$ cat config.mk
export PLATFORM = sky130hd
export DESIGN_NAME = adder_rr_arbiter
export DESIGN_NICKNAME = d
export VERILOG_FILES = /design/src/rtl/adder_arb_pkg.sv /design/src/rtl/fullAdder64.sv /design/src/rtl/rr_arbiter.sv /design/src/rtl/adder_rr_arbiter.sv
export SDC_FILE = /design/constraint.sdc
export NUM_CORES = 1
export LEC_CHECK = 0
export CAP_MARGIN = 20
export CORE_AREA = 2 2 232 234
export DETAILED_ROUTE_END_ITERATION = 8
export DIE_AREA = 0 0 234 236
export GPL_TIMING_DRIVEN = 0
export PLACE_DENSITY = 0.48
export SETUP_SLACK_MARGIN = 0.1
export SLEW_MARGIN = 40
export SYNTH_ARGS = -nofsm -noshare
export SYNTH_HDL_FRONTEND = slang
export SYNTH_SLANG_ARGS = --single-unit
$ cat constraint.sdc
create_clock -name clk -period 66.5 [get_ports clk]
set_input_delay 6.65 -clock clk [delete_from_list [all_inputs] [get_ports clk]]
set_output_delay 6.65 -clock clk [all_outputs]
set_load 0.01 [all_outputs]
$ cat src/rtl/adder_arb_pkg.sv
// Shared types and constants for the round-robin adder arbiter.
// Optional flag outputs are enabled with the ADDER_ARB_FLAGS_EN macro.
package adder_arb_pkg;
   localparam int WIDTH_C = 64;
   localparam int NREQ_C  = 4;
   localparam int ID_W_C  = $clog2(NREQ_C);

   typedef logic [WIDTH_C-1:0] word_t;
   typedef logic [ID_W_C-1:0]  req_id_t;

   typedef struct packed {
      req_id_t id;
      word_t   sum;
      logic    cout;
   } rsp_t;

   // Signed overflow: operands agree in sign but the result does not.
   function automatic logic signed_ovf(input word_t a, input word_t b, input word_t s);
      return (a[WIDTH_C-1] == b[WIDTH_C-1]) && (s[WIDTH_C-1] != a[WIDTH_C-1]);
   endfunction
endpackage

$ cat src/rtl/fullAdder64.sv
// 64-bit ripple-carry adder shared by all arbiter clients.
module fullAdder64 (
   input  logic [63:0] a,
   input  logic [63:0] b,
   input  logic        cin,
   output logic [63:0] sum,
   output logic        cout
);
   logic carry;

   // Carry is a procedural temporary so the chain is one combinational walk.
   always_comb begin
      carry = cin;
      sum   = '0;
      for (int i = 0; i < 64; i++) begin
         sum[i] = a[i] ^ b[i] ^ carry;
         carry  = (a[i] & b[i]) | (carry & (a[i] ^ b[i]));
      end
      cout = carry;
   end
endmodule

$ cat src/rtl/rr_arbiter.sv
// Combinational round-robin picker: first set request at or after ptr, wrapping.
module rr_arbiter #(
   parameter int N    = 4,
   parameter int ID_W = $clog2(N)
) (
   input  logic [N-1:0]    req,
   input  logic [ID_W-1:0] ptr,
   output logic [N-1:0]    gnt,
   output logic [ID_W-1:0] gnt_id,
   output logic            any
);
   logic [ID_W:0]   pos;
   logic [ID_W-1:0] idx;

   // Scan offsets from farthest to nearest so the nearest hit overwrites.
   always_comb begin
      gnt    = '0;
      gnt_id = '0;
      any    = 1'b0;
      pos    = '0;
      idx    = '0;
      for (int k = N - 1; k >= 0; k--) begin
         pos = {1'b0, ptr} + (ID_W + 1)'(k);
         if (pos >= (ID_W + 1)'(N)) begin
            pos = pos - (ID_W + 1)'(N);
         end
         idx = pos[ID_W-1:0];
         if (req[idx]) begin
            gnt      = '0;
            gnt[idx] = 1'b1;
            gnt_id   = idx;
            any      = 1'b1;
         end
      end
   end
endmodule

$ cat src/rtl/adder_rr_arbiter.sv
// Shares one fullAdder64 among NREQ requesters in round-robin order with a
// single-entry valid/ready result register. ADDER_ARB_FLAGS_EN adds rsp_ovf/rsp_zero.
module adder_rr_arbiter
   import adder_arb_pkg::*;
#(
   parameter  int NREQ  = NREQ_C,
   parameter  int WIDTH = WIDTH_C,
   localparam int ID_W  = $clog2(NREQ)
) (
   input  logic               clk,
   input  logic               reset_n,
   input  logic [NREQ-1:0]    req_valid,
   output logic [NREQ-1:0]    req_ready,
   input  logic [NREQ*WIDTH-1:0] req_a,
   input  logic [NREQ*WIDTH-1:0] req_b,
   input  logic [NREQ-1:0]    req_cin,
   output logic               rsp_valid,
   input  logic               rsp_ready,
   output logic [ID_W-1:0]    rsp_id,
   output logic [WIDTH-1:0]   rsp_sum,
   output logic               rsp_cout
`ifdef ADDER_ARB_FLAGS_EN
   ,
   output logic               rsp_ovf,
   output logic               rsp_zero
`endif
);
   logic            rsp_valid_q, rsp_valid_d;
   logic [ID_W-1:0] rsp_id_q, rsp_id_d;
   word_t           rsp_sum_q, rsp_sum_d;
   logic            rsp_cout_q, rsp_cout_d;
   logic [ID_W-1:0] ptr_q, ptr_d;

   logic [NREQ-1:0] gnt;
   logic [ID_W-1:0] gnt_id;
   logic            any;
   logic            accept;
   logic            xfer;

   word_t a_arr [NREQ];
   word_t b_arr [NREQ];
   word_t op_a, op_b, add_sum;
   logic  op_cin, add_cout;

   for (genvar gi = 0; gi < NREQ; gi++) begin : g_unpack
      assign a_arr[gi] = req_a[gi*WIDTH +: WIDTH];
      assign b_arr[gi] = req_b[gi*WIDTH +: WIDTH];
   end

   rr_arbiter #(.N(NREQ), .ID_W(ID_W)) u_rr (
      .req    (req_valid),
      .ptr    (ptr_q),
      .gnt    (gnt),
      .gnt_id (gnt_id),
      .any    (any)
   );

   assign op_a   = a_arr[gnt_id];
   assign op_b   = b_arr[gnt_id];
   assign op_cin = req_cin[gnt_id];

   fullAdder64 u_add (
      .a    (op_a),
      .b    (op_b),
      .cin  (op_cin),
      .sum  (add_sum),
      .cout (add_cout)
   );

   // Gating with reset_n keeps req_ready low for the whole reset assertion.
   assign accept    = ~rsp_valid_q | rsp_ready;
   assign xfer      = reset_n & accept & any;
   assign req_ready = xfer ? gnt : '0;

   always_comb begin
      rsp_valid_d = rsp_valid_q;
      rsp_id_d    = rsp_id_q;
      rsp_sum_d   = rsp_sum_q;
      rsp_cout_d  = rsp_cout_q;
      ptr_d       = ptr_q;
      if (xfer) begin
         rsp_valid_d = 1'b1;
         rsp_id_d    = gnt_id;
         rsp_sum_d   = add_sum;
         rsp_cout_d  = add_cout;
         ptr_d       = (gnt_id == ID_W'(NREQ - 1)) ? '0 : gnt_id + ID_W'(1);
      end else if (rsp_ready) begin
         rsp_valid_d = 1'b0;
      end
   end

   always_ff @(posedge clk or negedge reset_n) begin
      if (!reset_n) begin
         rsp_valid_q <= 1'b0;
         rsp_id_q    <= '0;
         rsp_sum_q   <= '0;
         rsp_cout_q  <= 1'b0;
         ptr_q       <= '0;
      end else begin
         rsp_valid_q <= rsp_valid_d;
         rsp_id_q    <= rsp_id_d;
         rsp_sum_q   <= rsp_sum_d;
         rsp_cout_q  <= rsp_cout_d;
         ptr_q       <= ptr_d;
      end
   end

   assign rsp_valid = rsp_valid_q;
   assign rsp_id    = rsp_id_q;
   assign rsp_sum   = rsp_sum_q;
   assign rsp_cout  = rsp_cout_q;

`ifdef ADDER_ARB_FLAGS_EN
   logic ovf_q, ovf_d, zero_q, zero_d;

   always_comb begin
      ovf_d  = ovf_q;
      zero_d = zero_q;
      if (xfer) begin
         ovf_d  = signed_ovf(op_a, op_b, add_sum);
         zero_d = (add_sum == '0);
      end
   end

   always_ff @(posedge clk or negedge reset_n) begin
      if (!reset_n) begin
         ovf_q  <= 1'b0;
         zero_q <= 1'b0;
      end else begin
         ovf_q  <= ovf_d;
         zero_q <= zero_d;
      end
   end

   assign rsp_ovf  = ovf_q;
   assign rsp_zero = zero_q;
`endif
endmodule

# == Word-level counts from Yosys, hierarchy flattened ==
# Cells that the tools add are included.
# op_classes
n_addsub,8
mul,0
n_div,0
magnitude_cmp,14
eq_ne,1
shift,0
mux,44
bitwise,325
reduce_logical,5
# op_table
cell,count
$bmux W64 S2,2
$mux W64,4
$and A1 B1 Y1,130
$xor A1 B1 Y1,128
$or A1 B1 Y1,65
$mux W4,5
$mux W2,9
$lt A2 B3 Y1 const B,5
$mux W1,15
$ge A3 B3 Y1 const B,4
$bmux W1 S2,5
$demux W1 S2,4
$ge A2 B1 Y1 const B,4
$sub A2 B1 Y2 const B,4
$add A2 B2 Y3 const B,2
$logic_and A1 B1 Y1,4
$add A2 B1 Y3 const B,1
$ge A2 B3 Y1 const B,1
$not A2 Y3,1
$add A2 B1 Y2 const B,1
$eq A2 B2 Y1 const B,1
$reduce_bool A2 Y1,1
$not A1 Y1,1
# word_totals
register_bits,70
latch_bits,0
ram_bits,0
romBits,0
inputBits,523
out_inout_bits,72
mem_count,0

# == Logic depth before layout (Yosys ltp) ==
# logic_depth
ltp_word,142
mapped_depth,78
ltp_nobuf,75

# == Hierarchy ==
# From an unflattened synthesis, not the netlist that was laid out.
# unflattened
cells_unflattened,474
area_unflattened_um2,7761.2
# by_module_without_submodules
mod,instances,cells_per_inst,area_per_inst_um2
adder_rr_arbiter,1,315,5759.3
fullAdder64,1,74,1318.8
rr_arbiter,1,85,683.2

# == Least setup slack after synthesis ==
# OpenSTA, ideal clock, no wires.
# synth_path
path_type,input to register
startpoint,in req_valid[1]
endpoint,"reg rsp_sum_q[63], in the netlist rsp_sum[63]"
setup_time_ns,0.125
arrival_ns,37.491
t_required_ns,66.375
setup_slack_ns,28.884
cell_stages,75
path_buffers,2
cell_sequence,mux4_2 nor2b_1 o21ai_2 and2_4 buf_12 buf_12 mux4_2 fa_1 fa_1 fa_1 fa_1 fa_1 fa_1 fa_1 fa_1 fa_1 fa_1 fa_1 [39 not listed] fa_1 fa_1 fa_1 fa_1 fa_1 fa_1 fa_1 fa_1 fa_1 fa_1 fa_1 fa_1 fa_1 fa_1 fa_1 inv_1 fa_1 mux2_2
# synth_via
elab_chain_len,138
elab_cells_between_ends,280
# synth_rtl
element,line,rtl
"start, declared",adder_rr_arbiter.sv:12,"input logic [NREQ-1:0] req_valid,"
$bmux W1 S2,rr_arbiter.sv:28,if (req[idx]) begin
$mux W1 (implied by the code),rr_arbiter.sv:28,
$mux W2 (3 in a row),rr_arbiter.sv:28,
$mux W2 *,rr_arbiter.sv:28,
$not A2 Y3 (implied by the code),"adder_rr_arbiter.sv:58, adder_rr_arbiter.sv:59",
"$bmux W64 S2, on equally long branches","adder_rr_arbiter.sv:58, adder_rr_arbiter.sv:59",
"$mux W64, on equally long branches (2 in a row)","adder_rr_arbiter.sv:58, adder_rr_arbiter.sv:59",
$xor A1 B1 Y1,fullAdder64.sv:17,carry = (a[i] & b[i]) | (carry & (a[i] ^ b[i]));
[120 not listed],n/a,
$and A1 B1 Y1,fullAdder64.sv:17,
$or A1 B1 Y1,fullAdder64.sv:17,
$and A1 B1 Y1,fullAdder64.sv:17,
$or A1 B1 Y1,fullAdder64.sv:17,
$and A1 B1 Y1,fullAdder64.sv:17,
$or A1 B1 Y1,fullAdder64.sv:17,
$xor A1 B1 Y1 *,fullAdder64.sv:16,sum[i] = a[i] ^ b[i] ^ carry;
net add_sum[63],adder_rr_arbiter.sv:42,"word_t op_a, op_b, add_sum;"
"end signal, assigned",adder_rr_arbiter.sv:102,rsp_sum_q <= rsp_sum_d;
"end, declared",adder_rr_arbiter.sv:30,"word_t rsp_sum_q, rsp_sum_d;"
# Mark *: on every way through the listed nets, which the timed path passes. The rest lies on a longest branch. The select of a mux whose other input is x is not followed.
# A chain may end at the register's enable or synchronous reset.

# == Final worst setup path ==
# layout_path
startpoint,in req_valid[0]
endpoint,"reg rsp_sum_q[63], in the netlist rsp_sum[63]"
# Same word-level chain as after synthesis.

==> impl_metrics.tcl <==
set metrics [dict create \
    status "finished, final reports clean" \
    ys_types 33 \
    fin_cells 2310 \
    path_delay_family "adder cells" \
    grt-ovfl-total 0 \
    max_slew_margin 0.454 \
    drive_gt1_frac 0.125 \
    dp_hpwl_mm 40.4 \
    worst-slew-pin-transition_ns 0.819 \
    grtUsageTotal 0.166 \
    final_cell_mix "593 x clkdlybuf4s50_1, 509 x inv_1, 130 x mux4_2" \
    h-tree-depth 3 \
    final-hold-violation-count 0 \
    power_leakage_nw 7.99 \
    rsz0062_at_grt "false" \
    finalSetupTns_ns 0 \
    core_area_sq_mm 0.0531 \
    place_congestion 0.868 \
    r2r_start "ptr_q[0]" \
    syn_inst 1004 \
    synth.ff_latch_count 70 \
    grt_pass1_wl_mm 65.0 \
    powerDensity_mw_per_mm2 48.7 \
    crit_top_cell "fa_1" \
    dieArea_sq_mm 0.0552 \
    wl_mm 45.6 \
    end_kind "flop" \
    ioPinCount 595 \
    max_freq_mhz 25.1 \
    reg2reg_depth 78 \
    numPlacedInstances 2295 \
    final_common_cell "clkdlybuf4s50_1" \
    nets 2205 \
    cts_resized 0 \
    cts_setup_buffers 0 \
    met3_usage 0.0358 \
    cp_max_fo 10 \
    hold_end "rsp_sum[55]" \
    grt_util_met2 0.303 \
    startpoint "req_valid[0]" \
    cp_num_buf_inv 7 \
    r2r-end "rsp_sum[63]" \
    die_w_microns 234 \
    wire_per_inst_microns 19.7 \
    cts.clk_slew.worst_paths_ns 0.06 \
    clock_latency_ns 0.36 \
    drv_cap 0 \
    via_per_inst 3.89 \
    fillCellCount 5608 \
    cts_buffer_depth 2 \
    skew_ns 0.00677 \
    first_iter_violations 273 \
    cts_buffers 9 \
    drcViolationCount 0 \
    initial_utilization 0.176 \
    cp.required_ns 66.75 \
    grt_pass1_vias 10100 \
    met1_usage 0.196 \
    syn-num-nets 1599 \
    slew_viol_final 0 \
    worstSetupPathType "primary input to flop" \
    root_buffer "clkbuf_16" \
    min_period_over_period 0.599 \
    peakVddDrop_mv 0.0230 \
    min_path_type "flop to flop" \
    worst_setup_path_start_kind "primary input" \
    grt.busiest_layer "met2" \
    holdPathStages 2 \
    avgSynthCellArea_sq_um 9.33 \
    rrSetupSlack_ns 32.34 \
    cts_sinks 70 \
    std_cell_rows 85 \
    ys_seq_area_frac 0.187 \
    max_stage_delay_ns 0.60 \
    dieHeight_microns 236 \
    min_period_ns 39.84 \
    min_from "rsp_sum[55]" \
    synth_warnings 0 \
    syn_area_sq_mm 0.00936 \
    syn_to_final_growth_pct 75.9 \
    cpMaxStageDelayCell "clkdlybuf4s50_1" \
    antenna_found_initial 4 \
    port_buffers 594 \
    cts_hold_buf 0 \
    grt_start_max_net_pins 38 \
    ant_nets 0 \
    cts_tree "yes" \
    num_vias 8992 \
    finalSetupViolCount 0 \
    cp.arrival_ns 40.09 \
    dr.pass1.iters 4 \
]
## worst min-delay path: stages, from the launching register on
cell and delay (ns):
dfrtp_1 0.34, nand2_1 0.04, o21ai_0 0.06
## layout make-up
type / instances / area [sq um] / share of cell area
Antenna cell: 1 / 2.50 / 0.000152
Clock buffer: 12 / 246 / 0.0150
Buffer: 46 / 398 / 0.0242
Timing Repair Buffer: 595 / 5970 / 0.363
Clock inverter: 2 / 10.0 / 0.000608
Multi-Input combinational cell: 379 / 5300 / 0.322
Inverter: 509 / 1910 / 0.116
Tap cell: 696 / 871 / 0.0529
Sequential cell: 70 / 1750 / 0.106
## registers in the layout, summed over array words and instances, names as in the netlist
register   cells
rsp_sum       64
rsp_id         2
rsp_cout       1
ptr_q          2
rsp_valid      1
## synthesized netlist by cell type
library cell,instances,share of area
a21o_1,2,0.0016
nand2b_1,2,0.0013
inv_1,509,0.20
nor2b_1,1,0.00067
buf_12,8,0.017
buf_4,1,0.00080
a211o_2,4,0.0043
mux2_2,5,0.0060
dfrtp_1,70,0.19
a21oi_1,6,0.0032
a221oi_1,5,0.0047
fa_1,64,0.14
mux4_1,3,0.0084
o41ai_1,1,0.00094
or2_2,1,0.00067
and2_4,1,0.00094
clkbuf_8,1,0.0015
nor2_2,1,0.00067
o22ai_1,1,0.00067
a221o_2,1,0.0012
nor3b_1,2,0.0016
clkbuf_1,7,0.0028
and3b_1,1,0.00094
nand2_1,70,0.028
ha_1,8,0.011
mux2i_1,2,0.0021
buf_2,22,0.012
buf_6,7,0.0084
nor2b_4,1,0.0015
mux4_2,130,0.31
nand2_2,1,0.00067
o21ai_2,2,0.0019
o21ai_0,64,0.034
## per-stage QoR
step                hold slack (ns)  power (mW)  setup slack, ns  area, sq um   util
floorplan                     0.514       0.516            28.88         9360      -
CTS                           0.482       0.839            26.11        16500  0.310
detailed placement            0.469       0.788            25.75        16200  0.305
global route                  0.494       0.898            25.19        16500  0.310
finish                        0.473       0.802            26.66        16500  0.310
global placement              0.462       0.780            25.91        16200  0.305
## report_power, final
group	internal, mW	switching (mW)	leakage (nW)	total, mW
sequential	0.0669	0.0125	0.860	0.0794
clock	0.0258	0.0211	0.128	0.0469
combinational	0.338	0.337	7.00	0.675
## worst max-delay path by stage
stage,endpoint,slack (ns),depth (start not counted)
final,rsp_sum[63],26.66,76
after global routing,rsp_sum[63],25.19,76
after CTS,rsp_sum[63],26.11,76
after detailed placement,rsp_sum[63],25.75,76
after global placement,rsp_sum[63],25.91,76
after floorplan,rsp_sum[63],28.88,75
## logic make-up (layout without fill, tap and decap cells)
family                   Yosys count  count (layout)  synth area share
adder cells (fa/ha/maj)           72              72             0.148
flip-flops                        70              70             0.187
multiplexers                     140             140             0.329
AND/OR/NAND/NOR                   81              81            0.0370
buffers and inverters            555            1164             0.246
other                              0               1                 0
AO/OA/AOI/OAI                     86              86            0.0527
## metal layers
metal,wire length (microns),vias up
met4,723,6
met2,23800,332
li1,-,4203
met5,41,-
met1,18000,4419
met3,3070,32
Note: power is estimated with default switching activity, not from simulation.
==> RTL edit, RTL diff (same flow settings) <==
`NREQ_C`: 4 -> 2.
--- a/src/rtl/adder_arb_pkg.sv
+++ b/src/rtl/adder_arb_pkg.sv
@@ -3,5 +3,5 @@
 package adder_arb_pkg;
    localparam int WIDTH_C = 64;
-   localparam int NREQ_C  = 4;
+   localparam int NREQ_C  = 2;
    localparam int ID_W_C  = $clog2(NREQ_C);
 
Interface: changed (6 resized); port bits go from 595 to 332. No check against the original RTL was run, so the function may have changed too.
==> RTL edit against the original RTL <==
Area after synthesis is 42% lower; sequential cell count fell by 2; count of clock-buffer cells in the layout fell by 1; total power decreased by 66%; cell area fell by 39%; first-iteration DRC count is 80% lower; wire length fell by 45%; fmax increased by 12%; worst setup slack better by 4300 ps; critical path type unchanged; largest cell class unchanged.
==> RTL edit: results (changes against the original RTL) <==
STA
  – Transition time at the pin with the least slew margin: 635 ps (-184 ps)
  – Tightest hold margin: 511 ps (+37.6 ps)
  – Fin Clk Skew: 10.7 ps (+3.92 ps)

Detailed routing
  – Vias: 4438 (-51%)
  – Wire per inst: 17.2 um (-13%)
  – Number of detailed-routing iterations run before antenna repair: 4 (unchanged)
  – Violation count after the first detailed-route iteration: 55 (-80%)

Synthesis
  – Cell count after synthesis: 425 (-58%)
  – Portion of netlist area occupied by mux cells: 36.3% (+3.3 points)
  – Top_reg_cell synth: sky130_fd_sc_hd__dfrtp_1
  – Post-synthesis sequential area ratio: 31.3% (+13 points)
  – Most used standard cells in the synthesized netlist: sky130_fd_sc_hd__mux2i_1 (188), sky130_fd_sc_hd__inv_1 (69), sky130_fd_sc_hd__dfrtp_1 (68), sky130_fd_sc_hd__fa_1 (64)
  – Syn. warnings: 0 (unchanged)
  – Net count after synthesis: 752 (-53%)
  – Share of synthesized registers carrying an async set or reset: 100% (unchanged)
  – Top cells by area, synth: sky130_fd_sc_hd__mux2i_1 (35%), sky130_fd_sc_hd__dfrtp_1 (31%), sky130_fd_sc_hd__fa_1 (24%)
  – Synth cell types: 13 (-61%)
  – Fraction of the mapped netlist area in adder cells: 23.6% (+8.8 points)
  – Compound-gate portion of the synthesized area: 0.437% (-4.8 points)

Min path
  – Type of the most critical hold path: register to register
  – Worst hold start: rsp_cout

Clocking
  – Setup fix buffers added after clock tree synthesis: 0 (unchanged)
  – CTS HTree Levels: 3 (unchanged)
  – Clk root buf: sky130_fd_sc_hd__clkbuf_16

GRT
  – GRT Total Usage: 9.28% (-7.3 points)
  – Pin count of the biggest net entering global routing: 40 (+5.3%)
  – Initial antenna violation count: 1 (-3)
  – Via count of the first global-routing pass: 5041 (-50%)
  – Wire length of the first global-routing pass: 34800 um (-46%)

Layout
  – Largest register FFs: 64 (unchanged)
  – Net count reported at finish: 1095 (-50%)
  – Number of antenna diodes: 0 (-1)
  – Number of standard cells in the final layout excluding fillers: 1469 (-36%)
  – Fraction of final layout cells sized beyond drive strength 1: 6.21% (-6.3 points)

Critical path
  – Register-to-register path setup slack: 37450 ps (+5110 ps)
  – Critical R2R Launch: ptr_q
  – Critical path arrival: 35800 ps (-4290 ps)
  – Delay of the slowest critical-path stage: 530 ps (-70 ps)
  – Slowest stage cell, crit path: sky130_fd_sc_hd__clkdlybuf4s50_1

Pwr
  – Leakage power summed over all cells: 4.36 nW (-45%)
  – Switching Share: 35.4% (-11 points)
  – Maximum VDD drop: 0.0000127 V (-45%)

Placed design
  – Number of buffers added on ports: 331 (-44%)
  – Estimated wirelength of the detail-placed design: 20900 um (-48%)
  – Placer's final routability congestion estimate: 0.724 (-17%)

Run status
  – Run status: finished clean
## RTL edit: changes by cell type in the layout (fill, tap and decap cells not counted), sizes merged, moves of 4 or more
cell	unedited run	this run
inv	509	70
a21oi	6	1
clkbuf	20	11
mux2i	2	188
ha	8	0
nand2	71	0
mux4	133	0
o21ai	66	3
a211o	4	0
a221oi	5	0
clkdlybuf4s50	593	330
buf	40	24
## RTL edit: cell type report
class,instances,area [sq um]
tap,696,871
timing repair buffer,332,3340
buffer,22,189
multi-input combinational,266,3290
clock inverter,5,108
sequential,68,1700
clock buffer,11,243
fill,5841,43100
inverter,69,259
## RTL edit: logic make-up (layout without fill, tap and decap cells)
logic type / Yosys count / after routing
AO/OA/AOI/OAI: 4 / 4
adder cells (fa/ha/maj): 64 / 64
buffers and inverters: 91 / 439
flip-flops: 68 / 68
multiplexers: 196 / 196
AND/OR/NAND/NOR: 2 / 2
## RTL edit: per-layer routing
| metal | wire length [um] | GRT usage, % | vias up |
|---|---|---|---|
| li1 | - | - | 2094 |
| met1 | 10600 | 10.7 | 2105 |
| met2 | 12200 | 16.0 | 216 |
| met3 | 2120 | 3.66 | 21 |
| met4 | 290 | 2.24 | 2 |
| met5 | 19 | 0 | - |
## RTL edit: power by group through the flow
stage / Sequential (mW) / Combinational, mW / Clock (mW)
floorplan: 0.0824 / 0.0480 / 0
global placement: 0.0734 / 0.143 / 0
detailed placement: 0.0740 / 0.144 / 0
CTS: 0.0738 / 0.144 / 0.0646
global route: 0.0761 / 0.153 / 0.0655
finish: 0.0733 / 0.138 / 0.0603
## RTL edit: per-stage QoR
stage / area (sq um) / setup slack, ps
floorplan: 5440 / 33340
global placement: 9620 / 30410
detailed placement: 9650 / 30310
CTS: 10000 / 30670
global route: 10000 / 29990
finish: 10000 / 30960
## RTL edit: critical path: cells and delay by family
family	cells	cell delay, ps
compound gates	1	120
fa+ha+maj	64	27100
buf+inv	7	1460
mux	2	460
## RTL edit: path summary, 6_finish.rpt
check / end / cells past startpoint
setup / recovery: rsp_sum[63] / 74
hold reg to reg: rsp_cout / 1
hold / removal: rsp_cout / 1
min in group asynchronous: rsp_sum[13] / 1
max in group asynchronous: rsp_sum[48] / 2
setup reg to reg: rsp_sum[63] / 72
